==> src/rtl/button_event_arbiter_if.sv <==
// Event-stream bundle between the button conditioners, the arbiter and the consumer.
// The master side is the arbiter; the slave side drives the buttons and accepts events.
interface button_event_arbiter_if #(
    parameter int N    = 4,
    parameter int IDXW = 2
);
    logic [N-1:0]    cond;
    logic [N-1:0]    rising;
    logic [N-1:0]    falling;
    logic            ev_valid;
    logic            ev_ready;
    logic [IDXW-1:0] ev_btn;
    logic [1:0]      ev_type;
    logic [N-1:0]    ovf;
    logic            clr_ovf;

    modport master (
        input  cond, rising, falling, ev_ready, clr_ovf,
        output ev_valid, ev_btn, ev_type, ovf
    );

    modport slave (
        output cond, rising, falling, ev_ready, clr_ovf,
        input  ev_valid, ev_btn, ev_type, ovf
    );
endinterface

==> src/rtl/button_event_arbiter.sv <==
// Turns per-button edge/level activity into press/release/long/repeat events and
// serialises them onto one valid/ready stream with round-robin arbitration.
module button_event_arbiter #(
    parameter int N             = 4,
    parameter int IDXW          = 2,
    parameter int HOLD_CYCLES   = 16,
    parameter int REPEAT_CYCLES = 8
) (
    input logic                    clk,
    input logic                    reset,
    button_event_arbiter_if.master bus
);
    localparam int CNT_MAX = (HOLD_CYCLES > REPEAT_CYCLES) ? HOLD_CYCLES : REPEAT_CYCLES;
    localparam int CW      = $clog2(CNT_MAX);

    localparam logic [1:0] EV_PRESS   = 2'b00;
    localparam logic [1:0] EV_RELEASE = 2'b01;
    localparam logic [1:0] EV_LONG    = 2'b10;
    localparam logic [1:0] EV_REPEAT  = 2'b11;

    typedef enum logic {
        PH_PRE_LONG,
        PH_REPEAT
    } phase_t;

    logic [CW-1:0]   hold_cnt [N];
    phase_t          phase [N];
    logic [N-1:0]    slot_full_p0;
    logic [1:0]      slot_type_p0 [N];
    logic [IDXW-1:0] rr;

    logic [CW-1:0]   hold_cnt_nxt [N];
    phase_t          phase_nxt [N];
    logic [N-1:0]    hold_ev;
    logic [1:0]      hold_type [N];
    logic [N-1:0]    ev_new;
    logic [1:0]      ev_new_type [N];
    logic [N-1:0]    ovf_set;
    logic            load;
    logic            found;
    logic [IDXW-1:0] scan_idx;
    logic [IDXW-1:0] gnt_idx;
    logic [IDXW-1:0] rr_nxt;
    logic [N-1:0]    gnt_vec;

    // Stage p0 (combinational): hold timers. Counters reload to zero on every
    // emitted event, so they stay below CNT_MAX and can never wrap.
    always_comb begin
        for (int i = 0; i < N; i++) begin
            hold_ev[i]      = 1'b0;
            hold_type[i]    = EV_LONG;
            hold_cnt_nxt[i] = hold_cnt[i] + CW'(1);
            phase_nxt[i]    = phase[i];
            if (!bus.cond[i]) begin
                hold_cnt_nxt[i] = '0;
                phase_nxt[i]    = PH_PRE_LONG;
            end else if (phase[i] == PH_PRE_LONG) begin
                if (hold_cnt[i] == CW'(HOLD_CYCLES - 1)) begin
                    hold_ev[i]      = 1'b1;
                    hold_cnt_nxt[i] = '0;
                    phase_nxt[i]    = PH_REPEAT;
                end
            end else if (hold_cnt[i] == CW'(REPEAT_CYCLES - 1)) begin
                hold_ev[i]      = 1'b1;
                hold_type[i]    = EV_REPEAT;
                hold_cnt_nxt[i] = '0;
            end
        end
    end

    // Round-robin scan over the slots as they stand before this edge's writes.
    always_comb begin
        load     = !bus.ev_valid || bus.ev_ready;
        found    = 1'b0;
        gnt_idx  = '0;
        scan_idx = '0;
        for (int k = 0; k < N; k++) begin
            scan_idx = IDXW'((int'(rr) + k) % N);
            if (!found && slot_full_p0[scan_idx]) begin
                found   = 1'b1;
                gnt_idx = scan_idx;
            end
        end
        gnt_vec = '0;
        if (load && found) begin
            gnt_vec[gnt_idx] = 1'b1;
        end
        rr_nxt = (int'(gnt_idx) == N - 1) ? '0 : gnt_idx + IDXW'(1);
    end

    // Source priority release > press > hold; anything lost or overwritten flags ovf.
    always_comb begin
        for (int i = 0; i < N; i++) begin
            ev_new[i] = bus.falling[i] | bus.rising[i] | hold_ev[i];
            if (bus.falling[i]) begin
                ev_new_type[i] = EV_RELEASE;
            end else if (bus.rising[i]) begin
                ev_new_type[i] = EV_PRESS;
            end else begin
                ev_new_type[i] = hold_type[i];
            end
            ovf_set[i] = (bus.falling[i] & bus.rising[i])
                       | (bus.falling[i] & hold_ev[i])
                       | (bus.rising[i]  & hold_ev[i])
                       | (ev_new[i] & slot_full_p0[i] & ~gnt_vec[i]);
        end
    end

    // Stage p0 -> p1 register boundary: timers, slots, output register, ovf.
    always_ff @(posedge clk) begin
        if (reset) begin
            for (int i = 0; i < N; i++) begin
                hold_cnt[i] <= '0;
                phase[i]    <= PH_PRE_LONG;
            end
            slot_full_p0 <= '0;
            rr           <= '0;
            bus.ev_valid <= 1'b0;
            bus.ev_btn   <= '0;
            bus.ev_type  <= EV_PRESS;
            bus.ovf      <= '0;
        end else begin
            for (int i = 0; i < N; i++) begin
                hold_cnt[i] <= hold_cnt_nxt[i];
                phase[i]    <= phase_nxt[i];
                if (ev_new[i]) begin
                    slot_full_p0[i] <= 1'b1;
                    slot_type_p0[i] <= ev_new_type[i];
                end else if (gnt_vec[i]) begin
                    slot_full_p0[i] <= 1'b0;
                end
            end
            if (load) begin
                bus.ev_valid <= found;
                if (found) begin
                    bus.ev_btn  <= gnt_idx;
                    bus.ev_type <= slot_type_p0[gnt_idx];
                    rr          <= rr_nxt;
                end
            end
            bus.ovf <= (bus.ovf & ~{N{bus.clr_ovf}}) | ovf_set;
        end
    end
endmodule
==> src/flat_wrapper.sv <==
// flat-port wrapper written by rule: the top's interface ports become plain ports
module button_event_arbiter_flat 
#(
    parameter int N             = 4,
    parameter int IDXW          = 2,
    parameter int HOLD_CYCLES   = 16,
    parameter int REPEAT_CYCLES = 8
)
  (clk, reset, bus_cond, bus_rising, bus_falling, bus_ev_ready, bus_clr_ovf, bus_ev_valid, bus_ev_btn, bus_ev_type, bus_ovf);
  button_event_arbiter_if #(.N(N), .IDXW(IDXW)) bus_i ();
  input logic clk;
  input logic reset;
  input wire logic [$bits(bus_i.cond)-1:0] bus_cond;
  input wire logic [$bits(bus_i.rising)-1:0] bus_rising;
  input wire logic [$bits(bus_i.falling)-1:0] bus_falling;
  input wire logic [$bits(bus_i.ev_ready)-1:0] bus_ev_ready;
  input wire logic [$bits(bus_i.clr_ovf)-1:0] bus_clr_ovf;
  output wire logic [$bits(bus_i.ev_valid)-1:0] bus_ev_valid;
  output wire logic [$bits(bus_i.ev_btn)-1:0] bus_ev_btn;
  output wire logic [$bits(bus_i.ev_type)-1:0] bus_ev_type;
  output wire logic [$bits(bus_i.ovf)-1:0] bus_ovf;
  assign bus_i.cond = bus_cond;
  assign bus_i.rising = bus_rising;
  assign bus_i.falling = bus_falling;
  assign bus_i.ev_ready = bus_ev_ready;
  assign bus_i.clr_ovf = bus_clr_ovf;
  assign bus_ev_valid = bus_i.ev_valid;
  assign bus_ev_btn = bus_i.ev_btn;
  assign bus_ev_type = bus_i.ev_type;
  assign bus_ovf = bus_i.ovf;
  button_event_arbiter #(.N(N), .IDXW(IDXW), .HOLD_CYCLES(HOLD_CYCLES), .REPEAT_CYCLES(REPEAT_CYCLES)) u_core (.clk(clk), .reset(reset), .bus(bus_i));
endmodule
==> config.mk <==
export PLATFORM = sky130hd
export DESIGN_NAME = button_event_arbiter_flat
export DESIGN_NICKNAME = d
export VERILOG_FILES = /design/src/rtl/button_event_arbiter_if.sv /design/src/rtl/button_event_arbiter.sv /design/src/flat_wrapper.sv
export SDC_FILE = /design/constraint.sdc
export NUM_CORES = 1
export LEC_CHECK = 0
export CORE_MARGIN = 4
export CORE_UTILIZATION = 30
export DETAILED_ROUTE_END_ITERATION = 6
export PLACE_DENSITY_LB_ADDON = 0.2
export SYNTH_ARGS = -nofsm -noshare
export SYNTH_HDL_FRONTEND = slang
export SYNTH_SLANG_ARGS = --single-unit
==> constraint.sdc <==
create_clock -name clk -period 1.9 [get_ports clk]
set_clock_uncertainty 0.05 [all_clocks]
set_input_delay 0.19 -clock clk [delete_from_list [all_inputs] [get_ports clk]]
set_output_delay 0.19 -clock clk [all_outputs]
set_load 0.02 [all_outputs]
# Word level (Yosys, flattened, before mapping)
# Memories as Yosys holds them, arrays and structs flattened. A register that Yosys moved wholly into a read port is not among the register bits.
# Index checks and enable logic that the tools add are counted.
# totals
ramBits	28
input_bits	16
out_inout_bits	9
mem_count	3
ff_bits	13
# classes
addsub	8
reduce_logical	15
magnitude_cmp	6
muxes	111
n_eq_ne	9
bitwise_logic	55
# mem_list
name	words	word_bits	rd	rd_clocked_by_memory_dff	wr	line	source
u_core.hold_cnt	4	4	4	0	4	button_event_arbiter.sv:26	logic [CW-1:0] hold_cnt [N];
u_core.slot_type_p0	4	2	1	1	4	button_event_arbiter.sv:29	logic [1:0] slot_type_p0 [N];
u_core.phase	4	1	4	0	4	button_event_arbiter.sv:27	phase_t phase [N];
# ops
operator	n
2-to-1 mux 4 bit	21
2-to-1 mux 1 bit	64
2-to-1 mux 2 bit	21
OR 1 bit	28
bitwise AND 1 bit	20
adder 4 x 1 -> 4 bit (second input constant)	4
equality test 4 x 3 -> 1 bit (second input constant)	4
equality test 4 bit (second input constant)	4
< comparator 2 x 3 -> 1 bit (second input constant)	5
binary-select mux 1 bit (select 2 bit)	4
nonzero test 2 bit	4
logical AND 1 bit	5
adder 2 x 1 -> 2 bit (second input constant)	2
adder 2 bit (second input constant)	2
bitwise AND 4 bit	1
logical NOT 1 bit	4
inverter 1 bit	4
inverter 4 bit	1
OR 4 bit	1
demux 1 bit (select 2 bit)	1
equality test 2 x 1 -> 1 bit (second input constant)	1
>= comparator 2 x 1 -> 1 bit (second input constant)	1
AND reduction 2 bit	1
logical OR 1 bit	1

# Longest topological paths before layout
# logic_depth
ltp_word	21
mapped_depth	9
mapped_depth_nobuf	9

# Worst setup path before layout
# OpenSTA, ideal clock, no wires.
# synth_path
path_kind	flip-flop to flip-flop
start	reg u_core.rr[1]
end	reg u_core.bus.ovf[3]
period_less_slack_ps	2007
path_slack_ps	-107
path_stages_with_launch	10
arrival_ps	1886
cell_sequence	dfxtp_1 -> mux2i_1 -> a32o_1 -> or2_4 -> clkinv_4 -> ha_1 -> a21boi_0 -> nor2_1 -> a221o_1 -> a21oi_1
# synth_via
elab_chain_cells	21
word_cells_on_any_way	36
cone_classes	3 x add/sub; 2 x order compare; 19 x mux; 4 x bitwise; 8 x reduce/logical
# synth_lines
element	line	source
start: declaration	button_event_arbiter.sv:30	logic [IDXW-1:0] rr;
start signal: assignment	button_event_arbiter.sv:138	rr <= rr_nxt;
parallel branches: the longest is 11 deep, another holds adder 2 x 1 -> 2 bit	--	
2-to-1 mux 2 bit (*)	button_event_arbiter.sv:79	if (!found && slot_full_p0[scan_idx]) begin
via u_core.gnt_idx[0]	button_event_arbiter.sv:42	logic [IDXW-1:0] gnt_idx;
< comparator 2 x 3 -> 1 bit (not written as such) / >= comparator 2 x 1 -> 1 bit (equally long branches)	button_event_arbiter.sv:86	gnt_vec[gnt_idx] = 1'b1;
logical AND 1 bit (not written as such)	button_event_arbiter.sv:86	
2-to-1 mux 1 bit (not written as such)	button_event_arbiter.sv:86	
demux 1 bit (select 2 bit) (*)	--	
2-to-1 mux 4 bit (*)	button_event_arbiter.sv:85	if (load && found) begin
inverter 1 bit (*)	button_event_arbiter.sv:105	| (ev_new[i] & slot_full_p0[i] & ~gnt_vec[i]);
bitwise AND 1 bit (*)	button_event_arbiter.sv:105	
OR 1 bit (*)	button_event_arbiter.sv:105	
OR 4 bit (*)	button_event_arbiter.sv:141	bus.ovf <= (bus.ovf & ~{N{bus.clr_ovf}}) | ovf_set;
end signal: assignment	button_event_arbiter.sv:141	
end: declaration	button_event_arbiter_if.sv:19	output ev_valid, ev_btn, ev_type, ovf
# Mark *: on every way through the listed nets, which the timed path passes. The select of a mux whose other input is x is not followed.
# A chain may end at the register's enable or synchronous reset.

# Worst setup path after layout
# Same ends and word-level chain as after synthesis.

==> out/metrics.cfg <==
[cts]
cts_max_path_buffers=2
htreeDepth=2
holdBufCountCts=0
clkLatencyLatePin_ps=300
cts_buffers=5
cts_tree=yes
clk_root_buffer_cell=clkbuf_8
clk_pin_slew_ps=80
cts_sinks=43

[routing]
antenna_left=0
drt-total-wl_um=4220
wire_per_inst_um=12.9
drt_iter0_markers=52
dr_total_vias=1578
detail_route.vias_per_cell=4.83
route.detailed.drc=0
drt-pass1-iter-count=4

[hold_path]
worst_hold_path_type=flip-flop to flip-flop
min_from=u_core.hold_cnt[0][0]$_SDFF_PP0_

[critical_path]
cp.required_ps=2080
cp-startpoint=u_core.rr[1]$_SDFFE_PP0P_
critPathKind=flip-flop to flip-flop
path_max_fanout=7
crit_arrival_ps=2060
reg2reg_from=u_core.rr[1]$_SDFFE_PP0P_
end_kind=flip-flop
cp-start-kind=flip-flop

[synthesis]
postSynthAreaPerCell_sq_um=9.54
async_flop_share_pct=0
synth_cell_types=45
synth_edf_count=8
syn_inst=207
synth_flop_cell=dfxtp_1
synth.cell_area_sq_mm=0.00197
synth.ff_latch_count=43
yosys_warnings=0
synth_fp_nets=231
ys_seq_area_share_pct=47.7

[timing]
worstMarginPinSlew_ps=323
hold_viol_final=0
fin_crit_ps=1890
maxSlewHeadroom_pct=78.3
slew_violations=0
rsz0062_at_grt=true
fmax_mhz=530
timing.final.crit_share_pct=99.3
finalSetupViolations=0

[global_routing]
grt_pass1_vias=1525
antenna_found_initial=0
grt_usage_pct=11.5
grt_overflow=0
busiest_layer=met2
use_met1_pct=15.1
grt_max_degree=17
use_met3_pct=2.95
use_met2_pct=18.4
grt_pass1_wl_um=7060

[floorplanning]
coreArea_sq_mm=0.00639
dieArea_sq_mm=0.00794
fp-row-count=29
ios=25
start_util_pct=30.9
die_h_um=89.1
die_w_um=89.1

[finish]
num_antenna_cells=0
nFillCells=638
final_cell_mix=32 x dfxtp_1, 24 x nor2_1, 24 x clkdlybuf4s50_1
finalInstanceArea_sq_mm=0.00253
layout_commonest_cell=dfxtp_1
area_growth_pct=28.0
nNetsFinal=273
drive_above_1_share_pct=16.4

[placement]
port_buffers=24
routabilityCongestion=0.744
placed_area_sq_mm=0.00240
dp_hpwl_um=3140

[job]
drv_cap=0

[power_and_ir_drop]
p_sw_uw=558
power.share.clock_pct=28.0
p_per_area_mw_per_mm2=807
total_power_uw=2040
p_leak_uw=0.000970
ir_worst_vdd_uv=308
power.internal_uw=1480
pwr-share-comb_pct=21.2
switching_share_pct=27.3
power_frac_seq_pct=50.8

[outcome]
outcome=completed

[metrics by stage]
| step | utilization, % | hold slack [ps] | instances | setup WS [ps] | TNS (ps) |
|---|---|---|---|---|---|
| global route | 39.6 | 427 | 327 | -78.5 | -147 |
| floorplan | - | 282 | 207 | 47.9 | 0 |
| global placement | 37.6 | 383 | 318 | -22.7 | -25.2 |
| finish | 39.6 | 397 | 327 | 13.3 | 0 |
| CTS | 39.2 | 400 | 326 | -36.7 | -36.7 |
| detailed placement | 37.6 | 387 | 318 | -56.9 | -63.9 |
[Yosys cell counts, drive strengths merged (3+ instances only)]
master / number / area share, %
a21boi: 3 / 1.1
a21oi: 20 / 5.1
a221o: 3 / 1.5
a31oi: 3 / 0.95
and2: 3 / 0.95
and3: 5 / 1.6
dfxtp: 35 / 35
edfxtp: 8 / 12
ha: 8 / 5.1
inv: 9 / 1.7
mux2: 5 / 2.9
nand2: 15 / 2.9
nand2b: 6 / 1.9
nand3: 4 / 1.0
nor2: 26 / 5.1
nor3: 5 / 1.5
o21a: 3 / 1.1
o21ai: 6 / 1.5
xnor2: 7 / 3.1
xor2: 3 / 1.3
[flip-flops by register name, indices dropped and copies added, names as in the netlist]
name	cells
u_core.bus.ev_btn	2
u_core.bus.ev_type	2
u_core.bus.ev_valid	1
u_core.bus.ovf	4
u_core.hold_cnt	16
u_core.phase	4
u_core.rr	2
u_core.slot_full_p0	4
u_core.slot_type_p0	8
[cell type report]
class	count	area [sq um]	area share (%)
Inverter	10	42.5	1.68
Clock inverter	2	12.5	0.495
Clock buffer	6	72.6	2.87
Multi-Input combinational cell	150	1000	39.7
Timing Repair Buffer	39	353	14.0
Tap cell	77	96.3	3.81
Sequential cell	43	947	37.5
[logic make-up (layout without fill, tap and decap cells)]
family,count (synthesis),count (layout),synth area share (%)
flops,43,43,47.7
xor+xnor,10,10,4.44
mux,6,6,3.36
compound gates,49,49,16.4
fa+ha+maj,9,9,5.58
simple gates,76,76,19.3
buf+inv,14,57,3.30
[per-layer routing]
layer,vias to the layer above,part of all wire [%]
met5,-,0
met4,0,1.4
met3,6,3.9
met2,31,47
met1,715,48
li1,826,-
[power by group through the flow]
stage | logic [uW] | registers (uW) | clock network [uW]
floorplan | 203 | 1070 | 0
global placement | 410 | 1050 | 0
detailed placement | 408 | 1050 | 0
CTS | 423 | 1040 | 599
global route | 479 | 1050 | 634
finish | 433 | 1040 | 571
[final timing paths]
| kind | endpoint | slack [ps] | cells after the start |
|---|---|---|---|
| worst min register to register | u_core.hold_cnt[0][0]$_SDFF_PP0_ | 400 | 1 |
| worst min-delay path | u_core.hold_cnt[0][0]$_SDFF_PP0_ | 400 | 1 |
| worst max-delay path | u_core.bus.ovf[3]$_SDFF_PP0_ | 10 | 9 |
| worst max register to register | u_core.bus.ovf[3]$_SDFF_PP0_ | 10 | 9 |
[critical path, cell delays in order, from the launching register on]
cell and delay, ps:
dfxtp_4 380, mux2i_1 210, a32o_2 160, or2_4 150
clkinv_4 60, ha_4 160, a21boi_4 150, nor2_2 60
a221o_1 310, a21oi_1 120
[what timing repair did]
item / in CTS / in global routing
pin swaps: 8 / 5
setup endpoints to repair: 3 / 8
resized for setup: 5 / 7
cloned: 0 / 0
buffers inserted: 0 / 1
No activity file was read; power rests on OpenSTA's default activity.
